`config.mk`:
```
export PLATFORM = sky130hd
export DESIGN_NAME = cpu_control_unit
export DESIGN_NICKNAME = d
export VERILOG_FILES = /design/src/rtl/cpu_ctrl_pkg.sv /design/src/rtl/cpu_control_unit_reg_sel_decoder.sv /design/src/rtl/cpu_control_unit.sv
export SDC_FILE = /design/constraint.sdc
export NUM_CORES = 1
export LEC_CHECK = 0
export BUFFER_PORTS_ARGS = -buffer_cell sky130_fd_sc_hd__buf_4
export CAP_MARGIN = 20
export CORE_ASPECT_RATIO = 0.7
export CORE_MARGIN = 2
export CORE_UTILIZATION = 35
export CTS_CLUSTER_SIZE = 16
export DETAILED_ROUTE_END_ITERATION = 8
export GPL_ROUTABILITY_DRIVEN = 0
export PLACE_DENSITY = 0.73
export SETUP_SLACK_MARGIN = 0.1
export SKIP_CTS_REPAIR_TIMING = 1
export SYNTH_ARGS = -nofsm -noshare
export SYNTH_HDL_FRONTEND = slang
export SYNTH_SLANG_ARGS = --single-unit
```
`constraint.sdc`:
```
create_clock -name clk -period 4.15 [get_ports clk]
set_clock_uncertainty 0.15 [all_clocks]
set_input_delay 0.83 -clock clk [delete_from_list [all_inputs] [get_ports clk]]
set_output_delay 0.83 -clock clk [all_outputs]
set_load 0.01 [all_outputs]
```
`src/rtl/cpu_ctrl_pkg.sv`:
```
// Shared opcodes, T-state encoding, IR field positions and opcode-class helpers
// for the hardwired control sequencer.
package cpu_ctrl_pkg;

  localparam logic [4:0] OP_ADD  = 5'b00011;
  localparam logic [4:0] OP_SUB  = 5'b00100;
  localparam logic [4:0] OP_AND  = 5'b00101;
  localparam logic [4:0] OP_OR   = 5'b00110;
  localparam logic [4:0] OP_ROR  = 5'b00111;
  localparam logic [4:0] OP_ROL  = 5'b01000;
  localparam logic [4:0] OP_SHR  = 5'b01001;
  localparam logic [4:0] OP_SHRA = 5'b01010;
  localparam logic [4:0] OP_SHL  = 5'b01011;
  localparam logic [4:0] OP_DIV  = 5'b01111;
  localparam logic [4:0] OP_MUL  = 5'b10000;
  localparam logic [4:0] OP_NEG  = 5'b10001;
  localparam logic [4:0] OP_NOT  = 5'b10010;
  localparam logic [4:0] OP_MFHI = 5'b11000;
  localparam logic [4:0] OP_MFLO = 5'b11001;
  localparam logic [4:0] OP_NOP  = 5'b11010;
  localparam logic [4:0] OP_HALT = 5'b11011;

  localparam int IR_OPC_HI = 31;
  localparam int IR_OPC_LO = 27;
  localparam int IR_RA_HI  = 26;
  localparam int IR_RA_LO  = 23;
  localparam int IR_RB_HI  = 22;
  localparam int IR_RB_LO  = 19;
  localparam int IR_RC_HI  = 18;
  localparam int IR_RC_LO  = 15;

  typedef enum logic [3:0] {
    S_T0        = 4'd0,
    S_T1        = 4'd1,
    S_T2        = 4'd2,
    S_T3        = 4'd3,
    S_T4        = 4'd4,
    S_T5        = 4'd5,
    S_T6        = 4'd6,
    S_HALTED    = 4'd7,
    S_STEP_WAIT = 4'd8
  } state_t;

  typedef struct packed {
    logic pc_out;
    logic zlo_out;
    logic zhi_out;
    logic mdr_out;
    logic hi_out;
    logic lo_out;
    logic mar_in;
    logic pc_in;
    logic mdr_in;
    logic ir_in;
    logic y_in;
    logic zlo_in;
    logic zhi_in;
    logic hi_in;
    logic lo_in;
    logic read;
    logic inc_pc;
  } strobe_t;

  function automatic logic is_rtype(input logic [4:0] opc);
    case (opc)
      OP_ADD, OP_SUB, OP_AND, OP_OR, OP_ROR, OP_ROL,
      OP_SHR, OP_SHRA, OP_SHL, OP_NEG, OP_NOT: is_rtype = 1'b1;
      default:                                 is_rtype = 1'b0;
    endcase
  endfunction

  function automatic logic is_unary(input logic [4:0] opc);
    case (opc)
      OP_NEG, OP_NOT: is_unary = 1'b1;
      default:        is_unary = 1'b0;
    endcase
  endfunction

  function automatic logic is_muldiv(input logic [4:0] opc);
    case (opc)
      OP_MUL, OP_DIV: is_muldiv = 1'b1;
      default:        is_muldiv = 1'b0;
    endcase
  endfunction

endpackage

```
`src/rtl/cpu_control_unit_reg_sel_decoder.sv`:
```
// Index-to-one-hot register select; indices at or beyond NREG give no select.
module reg_sel_decoder #(
  parameter int NREG = 16
) (
  input  logic [3:0]      idx,
  input  logic            en,
  output logic [NREG-1:0] sel
);

  // One-hot decode with out-of-range guard
  always_comb begin
    sel = '0;
    if (en && (int'(idx) < NREG)) begin
      sel[idx] = 1'b1;
    end else begin
      sel = '0;
    end
  end

endmodule

```
`src/rtl/cpu_control_unit.sv`:
```
// Hardwired Moore T-state control sequencer for the single-bus datapath.
// Optional single-step mode is enabled by defining CU_SINGLE_STEP_EN.
module cpu_control_unit
  import cpu_ctrl_pkg::*;
#(
  parameter int NREG        = 16,
  parameter int OP_W        = 5,
  parameter int MEM_TIMEOUT = 15
) (
  input  logic            clk,
  input  logic            clr,
`ifdef CU_SINGLE_STEP_EN
  input  logic            step,
`endif
  input  logic [31:0]     ir,
  input  logic            mem_rdy,
  input  logic            resume,
  output logic            PCout,
  output logic            Zlowout,
  output logic            ZHighout,
  output logic            MDRout,
  output logic            HIout,
  output logic            LOout,
  output logic            MARin,
  output logic            PCin,
  output logic            MDRin,
  output logic            IRin,
  output logic            Yin,
  output logic            ZLOin,
  output logic            ZHIin,
  output logic            HIin,
  output logic            LOin,
  output logic            Read,
  output logic            IncPC,
  output logic [OP_W-1:0] operation,
  output logic [NREG-1:0] Rout,
  output logic [NREG-1:0] enableReg,
  output logic            run,
  output logic            illegal_op,
  output logic            mem_err
);

  localparam int CNT_W = $clog2(MEM_TIMEOUT + 1);

`ifdef CU_SINGLE_STEP_EN
  localparam state_t END_STATE = S_STEP_WAIT;
`else
  localparam state_t END_STATE = S_T0;
`endif

  state_t           state_r;
  state_t           state_next_s;
  logic [CNT_W-1:0] wait_cnt_r;
  logic             mem_err_r;
  logic             timeout_s;

  logic [4:0]       opc_s;
  logic [3:0]       ra_s;
  logic [3:0]       rb_s;
  logic [3:0]       rc_s;
  logic             unused_ir_s;

  strobe_t          dec_strb_s;
  strobe_t          strb_s;
  logic [4:0]       dec_op_s;
  logic             dec_ill_s;
  logic [3:0]       rout_idx_s;
  logic             rout_en_s;
  logic [3:0]       wr_idx_s;
  logic             wr_en_s;

  assign opc_s       = ir[IR_OPC_HI:IR_OPC_LO];
  assign ra_s        = ir[IR_RA_HI:IR_RA_LO];
  assign rb_s        = ir[IR_RB_HI:IR_RB_LO];
  assign rc_s        = ir[IR_RC_HI:IR_RC_LO];
  assign unused_ir_s = ^ir[IR_RC_LO-1:0];

  // The last waiting T1 cycle with memory still silent is the fault point
  assign timeout_s = (state_r == S_T1) && !mem_rdy &&
                     (wait_cnt_r == CNT_W'(MEM_TIMEOUT - 1));

  // State register
  always_ff @(posedge clk or negedge clr) begin
    if (!clr) begin
      state_r <= S_T0;
    end else begin
      state_r <= state_next_s;
    end
  end

  // T1 wait counter and sticky memory fault flag
  always_ff @(posedge clk or negedge clr) begin
    if (!clr) begin
      wait_cnt_r <= '0;
      mem_err_r  <= 1'b0;
    end else begin
      if ((state_r == S_T1) && !mem_rdy && !timeout_s) begin
        wait_cnt_r <= wait_cnt_r + CNT_W'(1);
      end else begin
        wait_cnt_r <= '0;
      end
      if (timeout_s) begin
        mem_err_r <= 1'b1;
      end else begin
        mem_err_r <= mem_err_r;
      end
    end
  end

  // Next-state logic
  always_comb begin
    state_next_s = S_T0;
    case (state_r)
      S_T0: state_next_s = S_T1;
      S_T1: begin
        if (mem_rdy) begin
          state_next_s = S_T2;
        end else if (timeout_s) begin
          state_next_s = S_HALTED;
        end else begin
          state_next_s = S_T1;
        end
      end
      S_T2: state_next_s = S_T3;
      S_T3: begin
        if (is_rtype(opc_s) || is_muldiv(opc_s)) begin
          state_next_s = S_T4;
        end else if (opc_s == OP_HALT) begin
          state_next_s = S_HALTED;
        end else begin
          state_next_s = END_STATE;
        end
      end
      S_T4: state_next_s = S_T5;
      S_T5: begin
        if (is_muldiv(opc_s)) begin
          state_next_s = S_T6;
        end else begin
          state_next_s = END_STATE;
        end
      end
      S_T6: state_next_s = END_STATE;
      S_HALTED: begin
        if (resume) begin
          state_next_s = S_T0;
        end else begin
          state_next_s = S_HALTED;
        end
      end
`ifdef CU_SINGLE_STEP_EN
      S_STEP_WAIT: begin
        if (step) begin
          state_next_s = S_T0;
        end else begin
          state_next_s = S_STEP_WAIT;
        end
      end
`endif
      default: state_next_s = S_T0;
    endcase
  end

  // Moore output decode from state and instruction fields
  always_comb begin
    dec_strb_s = '0;
    dec_op_s   = 5'd0;
    dec_ill_s  = 1'b0;
    rout_idx_s = 4'd0;
    rout_en_s  = 1'b0;
    wr_idx_s   = 4'd0;
    wr_en_s    = 1'b0;
    case (state_r)
      S_T0: begin
        dec_strb_s.pc_out = 1'b1;
        dec_strb_s.mar_in = 1'b1;
        dec_strb_s.inc_pc = 1'b1;
        dec_strb_s.zlo_in = 1'b1;
      end
      S_T1: begin
        dec_strb_s.read   = 1'b1;
        dec_strb_s.mdr_in = 1'b1;
        // Only the first T1 cycle loads the incremented PC
        if (wait_cnt_r == '0) begin
          dec_strb_s.zlo_out = 1'b1;
          dec_strb_s.pc_in   = 1'b1;
        end else begin
          dec_strb_s.zlo_out = 1'b0;
          dec_strb_s.pc_in   = 1'b0;
        end
      end
      S_T2: begin
        dec_strb_s.mdr_out = 1'b1;
        dec_strb_s.ir_in   = 1'b1;
      end
      S_T3: begin
        if (is_rtype(opc_s)) begin
          rout_idx_s      = rb_s;
          rout_en_s       = 1'b1;
          dec_strb_s.y_in = 1'b1;
        end else if (is_muldiv(opc_s)) begin
          rout_idx_s      = ra_s;
          rout_en_s       = 1'b1;
          dec_strb_s.y_in = 1'b1;
        end else if (opc_s == OP_MFHI) begin
          dec_strb_s.hi_out = 1'b1;
          wr_idx_s          = ra_s;
          wr_en_s           = 1'b1;
        end else if (opc_s == OP_MFLO) begin
          dec_strb_s.lo_out = 1'b1;
          wr_idx_s          = ra_s;
          wr_en_s           = 1'b1;
        end else if ((opc_s == OP_NOP) || (opc_s == OP_HALT)) begin
          dec_ill_s = 1'b0;
        end else begin
          dec_ill_s = 1'b1;
        end
      end
      S_T4: begin
        if (is_muldiv(opc_s)) begin
          rout_idx_s        = rb_s;
          rout_en_s         = 1'b1;
          dec_op_s          = opc_s;
          dec_strb_s.zlo_in = 1'b1;
          dec_strb_s.zhi_in = 1'b1;
        end else if (is_rtype(opc_s)) begin
          rout_idx_s        = is_unary(opc_s) ? rb_s : rc_s;
          rout_en_s         = 1'b1;
          dec_op_s          = opc_s;
          dec_strb_s.zlo_in = 1'b1;
        end else begin
          rout_en_s = 1'b0;
        end
      end
      S_T5: begin
        dec_strb_s.zlo_out = 1'b1;
        if (is_muldiv(opc_s)) begin
          dec_strb_s.lo_in = 1'b1;
        end else begin
          wr_idx_s = ra_s;
          wr_en_s  = 1'b1;
        end
      end
      S_T6: begin
        dec_strb_s.zhi_out = 1'b1;
        dec_strb_s.hi_in   = 1'b1;
      end
      default: dec_strb_s = '0;
    endcase
  end

  // Async reset must silence every strobe at once, even though the state reads T0
  always_comb begin
    strb_s = '0;
    if (clr) begin
      strb_s = dec_strb_s;
    end else begin
      strb_s = '0;
    end
  end

  reg_sel_decoder #(.NREG(NREG)) u_rout_dec (
    .idx (rout_idx_s),
    .en  (rout_en_s && clr),
    .sel (Rout)
  );

  reg_sel_decoder #(.NREG(NREG)) u_wr_dec (
    .idx (wr_idx_s),
    .en  (wr_en_s && clr),
    .sel (enableReg)
  );

  assign PCout      = strb_s.pc_out;
  assign Zlowout    = strb_s.zlo_out;
  assign ZHighout   = strb_s.zhi_out;
  assign MDRout     = strb_s.mdr_out;
  assign HIout      = strb_s.hi_out;
  assign LOout      = strb_s.lo_out;
  assign MARin      = strb_s.mar_in;
  assign PCin       = strb_s.pc_in;
  assign MDRin      = strb_s.mdr_in;
  assign IRin       = strb_s.ir_in;
  assign Yin        = strb_s.y_in;
  assign ZLOin      = strb_s.zlo_in;
  assign ZHIin      = strb_s.zhi_in;
  assign HIin       = strb_s.hi_in;
  assign LOin       = strb_s.lo_in;
  assign Read       = strb_s.read;
  assign IncPC      = strb_s.inc_pc;
  assign operation  = clr ? OP_W'(dec_op_s) : '0;
  assign illegal_op = dec_ill_s && clr;
  assign run        = (state_r != S_HALTED);
  assign mem_err    = mem_err_r;

endmodule
```
==> results of run 1 <==
-- worst max-delay path, cell delays in order --
cell      delay (ns)
buf_4           0.10
inv_2           0.05
ha_1            0.21
or2_4           0.26
a211o_4         0.37
mux2i_2         0.17
o211ai_1        0.26
o211ai_1        0.25
nor4_1          0.30
buf_4           0.17
-- logic make-up after synthesis --
| family | share of synthesized area |
|---|---|
| xor gates and xnor gates | 0.01304 |
| and+or+nand+nor | 0.4683 |
| adders and majority gates | 0.06517 |
| AOI/OAI and AO/OA | 0.1946 |
| DFF | 0.1490 |
| muxes | 0.02980 |
| buffers and inverters | 0.08007 |
-- cells in the final DEF, fill, tap and decap left out, types with 4 or more instances in the layout --
master,synthesis,routed
buf_4,7,83
nor4_1,5,4
o211ai_1,5,5
nor2_1,52,51
a21oi_1,5,4
ha_1,7,5
nand2_1,13,13
dfrtp_1,8,8
nand3b_1,4,4
inv_1,7,5
nand3_1,6,6
nor3_1,9,9
o21ai_0,9,9
-- metal layers --
metal / track usage / wire [um]
met1: 0.2908 / 2235
met5: 0 / 0
met3: 0.04058 / 354
met2: 0.2993 / 1956
met4: 0.05263 / 42
-- path summary, 6_finish.rpt --
| path | from | endpoint | cells after the start |
|---|---|---|---|
| min | clr | mem_err | 1 |
| max in group asynchronous | clr | wait_cnt_r[2] | 1 |
| min in group clk | mem_err | mem_err | 1 |
| max reg2reg | state_r[0] | state_r[2] | 3 |
| min reg2reg | mem_err | mem_err | 1 |
| max | ir[27] | Rout[12] | 10 |
-- power breakdown --
group | switching [uW] | internal [uW] | leakage [uW]
Sequential | 24.1 | 96.5 | 0.000105
Clock | 31.3 | 62.9 | 0.0000216
Combinational | 213 | 159 | 0.000802
-- layout make-up --
| cell class | instances | area [um^2] |
|---|---|---|
| repair buffers | 83 | 623.1 |
| well taps | 50 | 62.56 |
| multi-input cells | 170 | 1091 |
| flip-flops and latches | 8 | 200.2 |
| inverters | 7 | 26.28 |
| clock buffers | 3 | 41.29 |
| fillers | 388 | 1559 |
-- state kept, by name, summed over array words and instances, names as in the netlist --
register,flops
wait_cnt_r,4
mem_err,1
state_r,3
-- metrics by stage --
step	worst slack (ns)	area, um^2
floorplan	0.4900	1344
global placement	0.1563	1933
detailed placement	0.1447	1933
CTS	0.1277	1974
global route	0.09946	2044
finish	0.2019	2044
==> metrics, run 1 <==
fmax approximately 250 MHz; leakage power 0.0009287 uW; Worst-path clk slew roughly 0.040 ns; Net Count, Synth 242; first-pass iteration count of the detailed router 4; post-detail-place hpwl around 3600 um; initial antenna violation count 0; die area roughly 4400 um^2; Area contributors post-synth dfrtp_1, nor2_1, ha_1, buf_4, nand2_1; RSZ-0062 raised after global routing no; Num CTS Buffers 3; first-pass GRT wire length 7038 um; Startpoint Class input pin; syn avg cell area between 6 and 7 um^2; DRT antenna net count 0; Crit Path Max Fanout 4; Gate Count Post-Synth between 150 and 200; max-slew violation count 0; # DRC 0; most frequent cells after synthesis nor2_1, nand2_1, nor3_1, o21ai_0, dfrtp_1; max-cap violations 0; grt total ovfl 0; TNS Setup 0 ns; initial core utilization 0.3729; row cnt 18; chip width 78.06 um; core outline area approximately 3600 um^2; final critical-path share of the clock period 0.9513; kind of end point of the critical path output port; Worst Hold Slack between 0.2 and 0.3 ns; Max-slew headroom 0.7168; Distinct cells, synth between 40 and 50; Slew @ Worst Pin 0.4189 ns; worst vdd ir approximately 0.15 mV; Area Overhead vs Synth 52.14%; CTS sink count 8; clk_lat worst skew about 0.23 ns; CP required about 3.2 ns; Hold Fails Final Rpt 0; WL/cell around 14 um; post-synthesis sequential area ratio 0.1490; Final Power about 590 uW; clock root buffer clkbuf_8; drt total wl ~4600 um; CP arrival a little under 3 ns; CTS tree done; share of the synthesized area in the top cell type 0.1490; I/O Buffers 77; Finished Core Util 0.5674; H-Tree Depth 1; Post-synth EDFFs 0; largest net degree at the start of global routing 19; # diodes 0; ys async rst share 1.000; Placed Cells around 320; Iter 0 DRT Violations 85; Mapped Area approximately 1300 um^2; via count between 1500 and 2000; Primary FF master, synth dfrtp_1; Die Ht between 50 and 60 um; final number of setup-violating endpoints 0; most common cell in the netlist nor2_1; Final #Nets 316; clk buf depth 2; vias in the first global route about 1500; Warnings, synthesis 0; Cell Pwr Density 286.9 nW/um^2; layout cells sized above 1 0.3985; overall routing resource usage 0.1998; synthesized flop and latch total 8; non-filler cells, final around 320; Ports between 90 and 100; Synth area leader dfrtp_1; WS Path Type in2out; setup slack, reg-to-reg 2.40 ns; Period minus WS final just under 4 ns; Vias/cell around 5.4; outcome complete, no violations; hold crit path type in2async
No activity file was read; power rests on OpenSTA's default activity.
==> inputs of run 2 (changes only) <==
--- a/config.mk
+++ b/config.mk
@@ -7,13 +7,16 @@
 export LEC_CHECK = 0
 export BUFFER_PORTS_ARGS = -buffer_cell sky130_fd_sc_hd__buf_4
 export CAP_MARGIN = 20
+export CELL_PAD_IN_SITES_DETAIL_PLACEMENT = 1
+export CELL_PAD_IN_SITES_GLOBAL_PLACEMENT = 1
 export CORE_ASPECT_RATIO = 0.7
 export CORE_MARGIN = 2
-export CORE_UTILIZATION = 35
+export CORE_UTILIZATION = 27
 export CTS_CLUSTER_SIZE = 16
 export DETAILED_ROUTE_END_ITERATION = 8
 export GPL_ROUTABILITY_DRIVEN = 0
-export PLACE_DENSITY = 0.73
+export MAX_ROUTING_LAYER = met4
+export PLACE_DENSITY = 0.84
 export SETUP_SLACK_MARGIN = 0.1
 export SKIP_CTS_REPAIR_TIMING = 1
 export SYNTH_ARGS = -nofsm -noshare
==> run 2 against run 1 <==
Final area rose by 1.2%. Via count fell by 0.46%. Global-route usage fell by 1.6 points. First-iteration DRC count rose by 19%. Highest routed layer unchanged. Clock power fell by 0.8%. Setup slack got worse by 0.10 ns.
==> metrics, run 2 (same netlist as run 1, synthesis figures left out) <==
kind of end point of the critical path output port (unchanged); largest net degree at the start of global routing 19 (unchanged); drt total wl 5279 um (was 4589 um); TNS Setup 0 ns (unchanged); Final #Nets 318 (was 316); Final Power 585.2 uW (was 586.6 uW); first-pass iteration count of the detailed router 4 (unchanged); crit-path cells buf_4 -> ha_1 -> and4b_4 -> nor2_4 -> or4_4 -> o211ai_1 -> nand4_1 -> nor4_1 -> buf_4 (was buf_4 -> inv_2 -> ha_1 -> or2_4 -> a211o_4 -> mux2i_2 -> o211ai_1 -> o211ai_1 -> nor4_1 -> buf_4); Vias/cell 5.023 (was 5.377); Die Ht 63.03 um (was 55.84 um); grt total ovfl 0 (unchanged); H-Tree Depth 1 (unchanged); post-detail-place hpwl 4253 um (was 3561 um); crit-path most repeated cell buf_4; chip width 88.32 um (was 78.06 um); hold crit path type in2async (unchanged); Iter 0 DRT Violations 101 (was 85); max-slew violation count 0 (unchanged); outcome complete, no violations (unchanged); non-filler cells, final 342 (was 321); commonest non-fill, non-tap cell in the layout buf_4 (unchanged); Num CTS Buffers 3 (unchanged); Worst-path clk slew 0.04 ns (about the same); I/O Buffers 77 (unchanged); row cnt 21 (was 18); die area 5566 um^2 (was 4359 um^2); WL/cell 15.44 um (was 14.30 um); worst vdd ir 0.1323 mV (was 0.1480 mV); clk_lat worst skew 0.23 ns (about the same); Hold Fails Final Rpt 0 (unchanged); RSZ-0062 raised after global routing yes (was no); Startpoint Class input pin (unchanged); Area Overhead vs Synth 54.00% (was 52.14%); initial core utilization 0.2810 (was 0.3729); CP top delay family simple AND/OR/NAND/NOR gates (was compound AO/OA/AOI/OAI gates); initial antenna violation count 0 (unchanged); via count 1718 (was 1726); max incr delay on CP 0.54 ns (was 0.37 ns); core outline area 4782 um^2 (was 3603 um^2); Crit Path Max Fanout 6 (was 4); clk buf depth 2 (unchanged); WP depth 9 (was 10); CTS sink count 8 (unchanged); R2R depth 3 (unchanged); leakage power 0.0009377 uW (was 0.0009287 uW); Top reg by flops wait_cnt_r (unchanged); layout cells sized above 1 0.3993 (was 0.3985); Max-slew headroom 0.6550 (was 0.7168); DRT antenna net count 0 (unchanged); Placed Cells 336 (was 316); fin area 2069 um^2 (was 2044 um^2); final critical-path share of the clock period 0.9766 (was 0.9513); Slew @ Worst Pin 0.5152 ns (was 0.4189 ns); max reg flops 4 (unchanged); CP bufs+invs 2 (was 3); CTS tree done (unchanged); slowest CP cell or4_4 (was a211o_4); Worst Hold Slack 0.3037 ns (was 0.2971 ns); max-cap violations 0 (unchanged); overall routing resource usage 0.1836 (was 0.1998); most frequent cells in the layout buf_4, nor2_1, nand2_1 (unchanged); final number of setup-violating endpoints 0 (unchanged); instance area after placement 1964 um^2 (was 1933 um^2); CP required 3.17 ns (about the same); first-pass GRT wire length 8038 um (was 7038 um); # diodes 0 (unchanged); Ports 93 (unchanged); WS Path Type in2out (unchanged); vias in the first global route 1653 (was 1505); CP arrival 3.07 ns (was 2.97 ns); fmax 246.7 MHz (was 253.3 MHz); # DRC 0 (unchanged); Period minus WS final 4.053 ns (was 3.948 ns); Cell Pwr Density 282.8 nW/um^2 (was 286.9 nW/um^2); clock root buffer clkbuf_8 (unchanged)
[run 2: changes by cell type in the layout (fill, tap and decap cells not counted)]
cell      change
and4bb_2      +1
and4bb_4      -1
buf_4         +2
ha_1          +1
ha_4          -1
mux2i_1       +1
mux2i_2       -1
nor4_1        -1
nor4_2        +1
[run 2: final timing paths]
kind	start	slack, ns	to
worst max-delay path	ir[27]	0.1	Rout[4]
worst min-delay path	clr	0.30	wait_cnt_r[3]
worst max register to register	state_r[0]	2.42	state_r[2]
worst min register to register	mem_err	0.32	mem_err
max in group asynchronous	clr	3.36	wait_cnt_r[2]
min in group clk	mem_err	0.32	mem_err
[run 2: where the power goes]
group          switching, uW  internal [uW]
clock network           30.5           62.9
logic                    201            154
registers               39.8           96.2
[run 2: metrics by stage]
step / utilization / worst slack (ns)
2_1_floorplan: - / 0.4900
3_3_place_gp: 0.4108 / 0.2178
3_5_place_dp: 0.4108 / 0.1398
4_1_cts: 0.4194 / 0.1326
5_1_grt: 0.4328 / 0.03685
6_report: 0.4328 / 0.09720
[run 2: cell type report]
class | instances | area [um^2]
Clock buffer | 3 | 41.29
Fill cell | 625 | 2713
Inverter | 7 | 26.28
Multi-Input combinational cell | 170 | 1077
Sequential cell | 8 | 200.2
Tap cell | 69 | 86.33
Timing Repair Buffer | 85 | 638.1
[run 2: per-layer routing]
metal  wire [um]  global-route usage  vias up  part of all wire
li1            -                   -      856                 -
met1        2624              0.2578      818              0.50
met2        2435              0.2942       42              0.46
met3         204             0.01321        2             0.039
met4          14             0.02841        0            0.0027
met5           0                   -        -                 0
==> inputs of run 3 (changes only) <==
--- a/config.mk
+++ b/config.mk
@@ -5,13 +5,14 @@
 export SDC_FILE = /design/constraint.sdc
 export NUM_CORES = 1
 export LEC_CHECK = 0
+export ABC_AREA = 1
 export BUFFER_PORTS_ARGS = -buffer_cell sky130_fd_sc_hd__buf_4
 export CAP_MARGIN = 20
 export CELL_PAD_IN_SITES_DETAIL_PLACEMENT = 1
 export CELL_PAD_IN_SITES_GLOBAL_PLACEMENT = 1
 export CORE_ASPECT_RATIO = 0.7
 export CORE_MARGIN = 2
-export CORE_UTILIZATION = 27
+export CORE_UTILIZATION = 26
 export CTS_CLUSTER_SIZE = 16
 export DETAILED_ROUTE_END_ITERATION = 8
 export GPL_ROUTABILITY_DRIVEN = 0
==> run 3 against run 2 <==
Setup slack gained 0.37 ns. Area after synthesis grew 4.7%. Routed wire length increased by 0.80%. Register-to-register slack better by 0.27 ns. Clock power up 1%. Clock-buffer cell count is the same. Cell count rose by 20%. First-iteration DRC count shrank 22%. Maximum frequency grew 9.9%.
==> metrics, run 3 <==
outcome complete, no violations (unchanged); H-Tree Depth 1 (unchanged); crit-path cells buf_4 -> inv_1 -> ha_1 -> inv_1 -> nand2_1 -> nand3_1 -> nand3_1 -> nand2_1 -> nand2_1 -> nor2_1 -> nor2_1 -> nand3_1 -> nor2_1 -> buf_4 (was buf_4 -> ha_1 -> and4b_4 -> nor2_4 -> or4_4 -> o211ai_1 -> nand4_1 -> nor4_1 -> buf_4); CP required 3.17 ns (about the same); WP depth 14 (was 9); Top reg by flops wait_cnt_r (unchanged); Distinct cells, synth 28 (was 48); initial antenna violation count 0 (unchanged); fin area 2063 um^2 (was 2069 um^2); final worst setup slack 0.4632 ns (was 0.09720 ns); I/O Buffers 77 (unchanged); Finished Core Util 0.3945 (was 0.4328); Final #Nets 383 (was 318); largest net degree at the start of global routing 18 (was 19); first-pass iteration count of the detailed router 4 (unchanged); commonest non-fill, non-tap cell in the layout buf_4 (unchanged); Seq pwr share 0.209 (was 0.232); CTS tree done (unchanged); hold crit path type in2async (unchanged); Ports 93 (unchanged); synthesized flop and latch total 8 (unchanged); kind of end point of the critical path output port (unchanged); Net Count, Synth 308 (was 242); Num CTS Buffers 3 (unchanged); DRT antenna net count 0 (unchanged); # DRC 0 (unchanged); max reg flops 4 (unchanged); internal power 284.4 uW (was 313.5 uW); max-slew violation count 0 (unchanged); vias in the first global route 1934 (was 1653); first-pass GRT wire length 8735 um (was 8038 um); WL/cell 12.98 um (was 15.44 um); Setup WS pre-CTS 0.4968 ns (was 0.1398 ns); R2R depth 6 (was 3); most frequent cells after synthesis nor2_1, nand2_1, inv_1 (was nor2_1, nand2_1, nor3_1, o21ai_0, dfrtp_1); clk buf depth 2 (unchanged); final number of setup-violating endpoints 0 (unchanged); Worst Setup SP ir[28] (was ir[27]); overall routing resource usage 0.1788 (was 0.1836); row cnt 22 (was 21); layout cells sized above 1 0.2781 (was 0.3993); TNS Setup 0 ns (unchanged); ys async rst share 1.000 (unchanged); Comb pwr share 0.626 (was 0.608); final critical-path share of the clock period 0.8884 (was 0.9766); Cell Pwr Density 277.1 nW/um^2 (was 282.8 nW/um^2); setup slack, reg-to-reg 2.69 ns (was 2.42 ns); leakage power 0.001144 uW (was 0.0009377 uW); RSZ-0062 raised after global routing no (was yes); Crit Path Max Fanout 6 (unchanged); CP arrival 2.71 ns (was 3.07 ns); post-synthesis sequential area ratio 0.1422 (was 0.1490); WS Path Type in2out (unchanged); R2R Path Start state_r[0] (unchanged); Startpoint Class input pin (unchanged); worst vdd ir 0.1470 mV (was 0.1323 mV); most frequent cells in the layout buf_4, nor2_1, nand2_1 (unchanged); Area Overhead vs Synth 46.58% (was 54.00%); CTS sink count 8 (unchanged); Period minus WS final 3.687 ns (was 4.053 ns); post-detail-place hpwl 4491 um (was 4253 um); grt total ovfl 0 (unchanged); die area 6028 um^2 (was 5566 um^2); Post-synth EDFFs 0 (unchanged); Warnings, synthesis 0 (unchanged); max-cap violations 0 (unchanged); Mapped Area 1408 um^2 (was 1344 um^2); CP top delay family simple AND/OR/NAND/NOR gates (unchanged); clk_lat worst skew 0.23 ns (about the same); Max-slew headroom 0.6286 (was 0.6550); FF-to-FF End state_r[2] (unchanged); chip width 91.95 um (was 88.32 um); via count 1898 (was 1718); share of the synthesized area in the top cell type 0.1893 (was 0.1490); initial core utilization 0.2691 (was 0.2810); Clk network pwr share 0.165 (was 0.160); Hold Fails Final Rpt 0 (unchanged); max incr delay on CP 0.30 ns (was 0.54 ns); Iter 0 DRT Violations 79 (was 101); clock root buffer clkbuf_8 (unchanged); most common cell in the netlist nor2_1 (unchanged); Slew @ Worst Pin 0.5570 ns (was 0.5152 ns); CP bufs+invs 4 (was 2); # diodes 0 (unchanged); syn avg cell area 5.312 um^2 (was 6.753 um^2); Primary FF master, synth dfrtp_1 (unchanged); Vias/cell 4.629 (was 5.023); core outline area 5230 um^2 (was 4782 um^2); instance area after placement 2022 um^2 (was 1964 um^2); Worst Hold Slack 0.2955 ns (was 0.3037 ns); drt total wl 5321 um (was 5279 um); Net Sw Power 287.4 uW (was 271.7 uW); Die Ht 65.56 um (was 63.03 um); Gate Count Post-Synth 265 (was 199); Worst-path clk slew 0.04 ns (about the same); slowest CP cell nand3_1 (was or4_4); Synth area leader nor2_1 (was dfrtp_1); fmax 271.2 MHz (was 246.7 MHz); Area contributors post-synth nor2_1, nand2_1, dfrtp_1, inv_1, nand3_1 (was dfrtp_1, nor2_1, ha_1, buf_4, nand2_1); Sw Share 0.5026 (was 0.4643)
run 3: cell count changes after synthesis, moves of 4 or more:
cell      previous run  this run
o211ai_1             5         0
o21ai_0              9         2
nand4_1              3         9
nor3_1               9         5
inv_1                7        43
or2_2                4         0
nand3_1              6        24
clkbuf_1             4         0
mux2i_1              4         0
nand2_1             13        60
nand3b_1             4         0
nor2_1              52        71
run 3: worst max-delay path by stage:
stage	end	slack, ns
after floorplan	Rout[0]	1.10
after detailed placement	Rout[11]	0.50
after global routing	Rout[10]	0.19
after global placement	enableReg[7]	0.53
final	Rout[11]	0.46
after CTS	Rout[11]	0.49
run 3: kinds of logic after synthesis:
kind of cell             Yosys count  share of synthesized area
flip-flops                         8                     0.1422
buffers and inverters             52                     0.1582
AO/OA/AOI/OAI                     15                    0.06134
AND/OR/NAND/NOR                  181                     0.5636
adder cells (fa/ha/maj)            7                    0.06222
XOR/XNOR                           2                    0.01245
run 3: cell type report:
class	count	area, um^2
clock buffer	3	41.29
fill	764	3167
inverter	45	168.9
multi-input combinational	205	984.7
sequential	8	200.2
tap	72	90.09
timing repair buffer	77	578.1
run 3: per-layer routing:
metal	part of all wire	global-route usage
met1	0.51	0.2420
met3	0.034	0.02179
met2	0.45	0.2969
met4	0.0079	0.02425
met5	0	-
run 3: metrics by stage:
step / power, uW / cells
CTS: 573.2 / 410
detailed placement: 477.1 / 407
finish: 571.8 / 410
global placement: 460.6 / 407
global route: 624.3 / 410
floorplan: 356.4 / 265
run 3: power groups by stage:
stage | Clock (uW) | Combinational (uW) | Sequential (uW)
global placement | 0 | 342 | 118
global route | 101 | 402 | 122
detailed placement | 0 | 357 | 120
finish | 94.5 | 358 | 119
CTS | 95.1 | 359 | 119
floorplan | 0 | 242 | 114
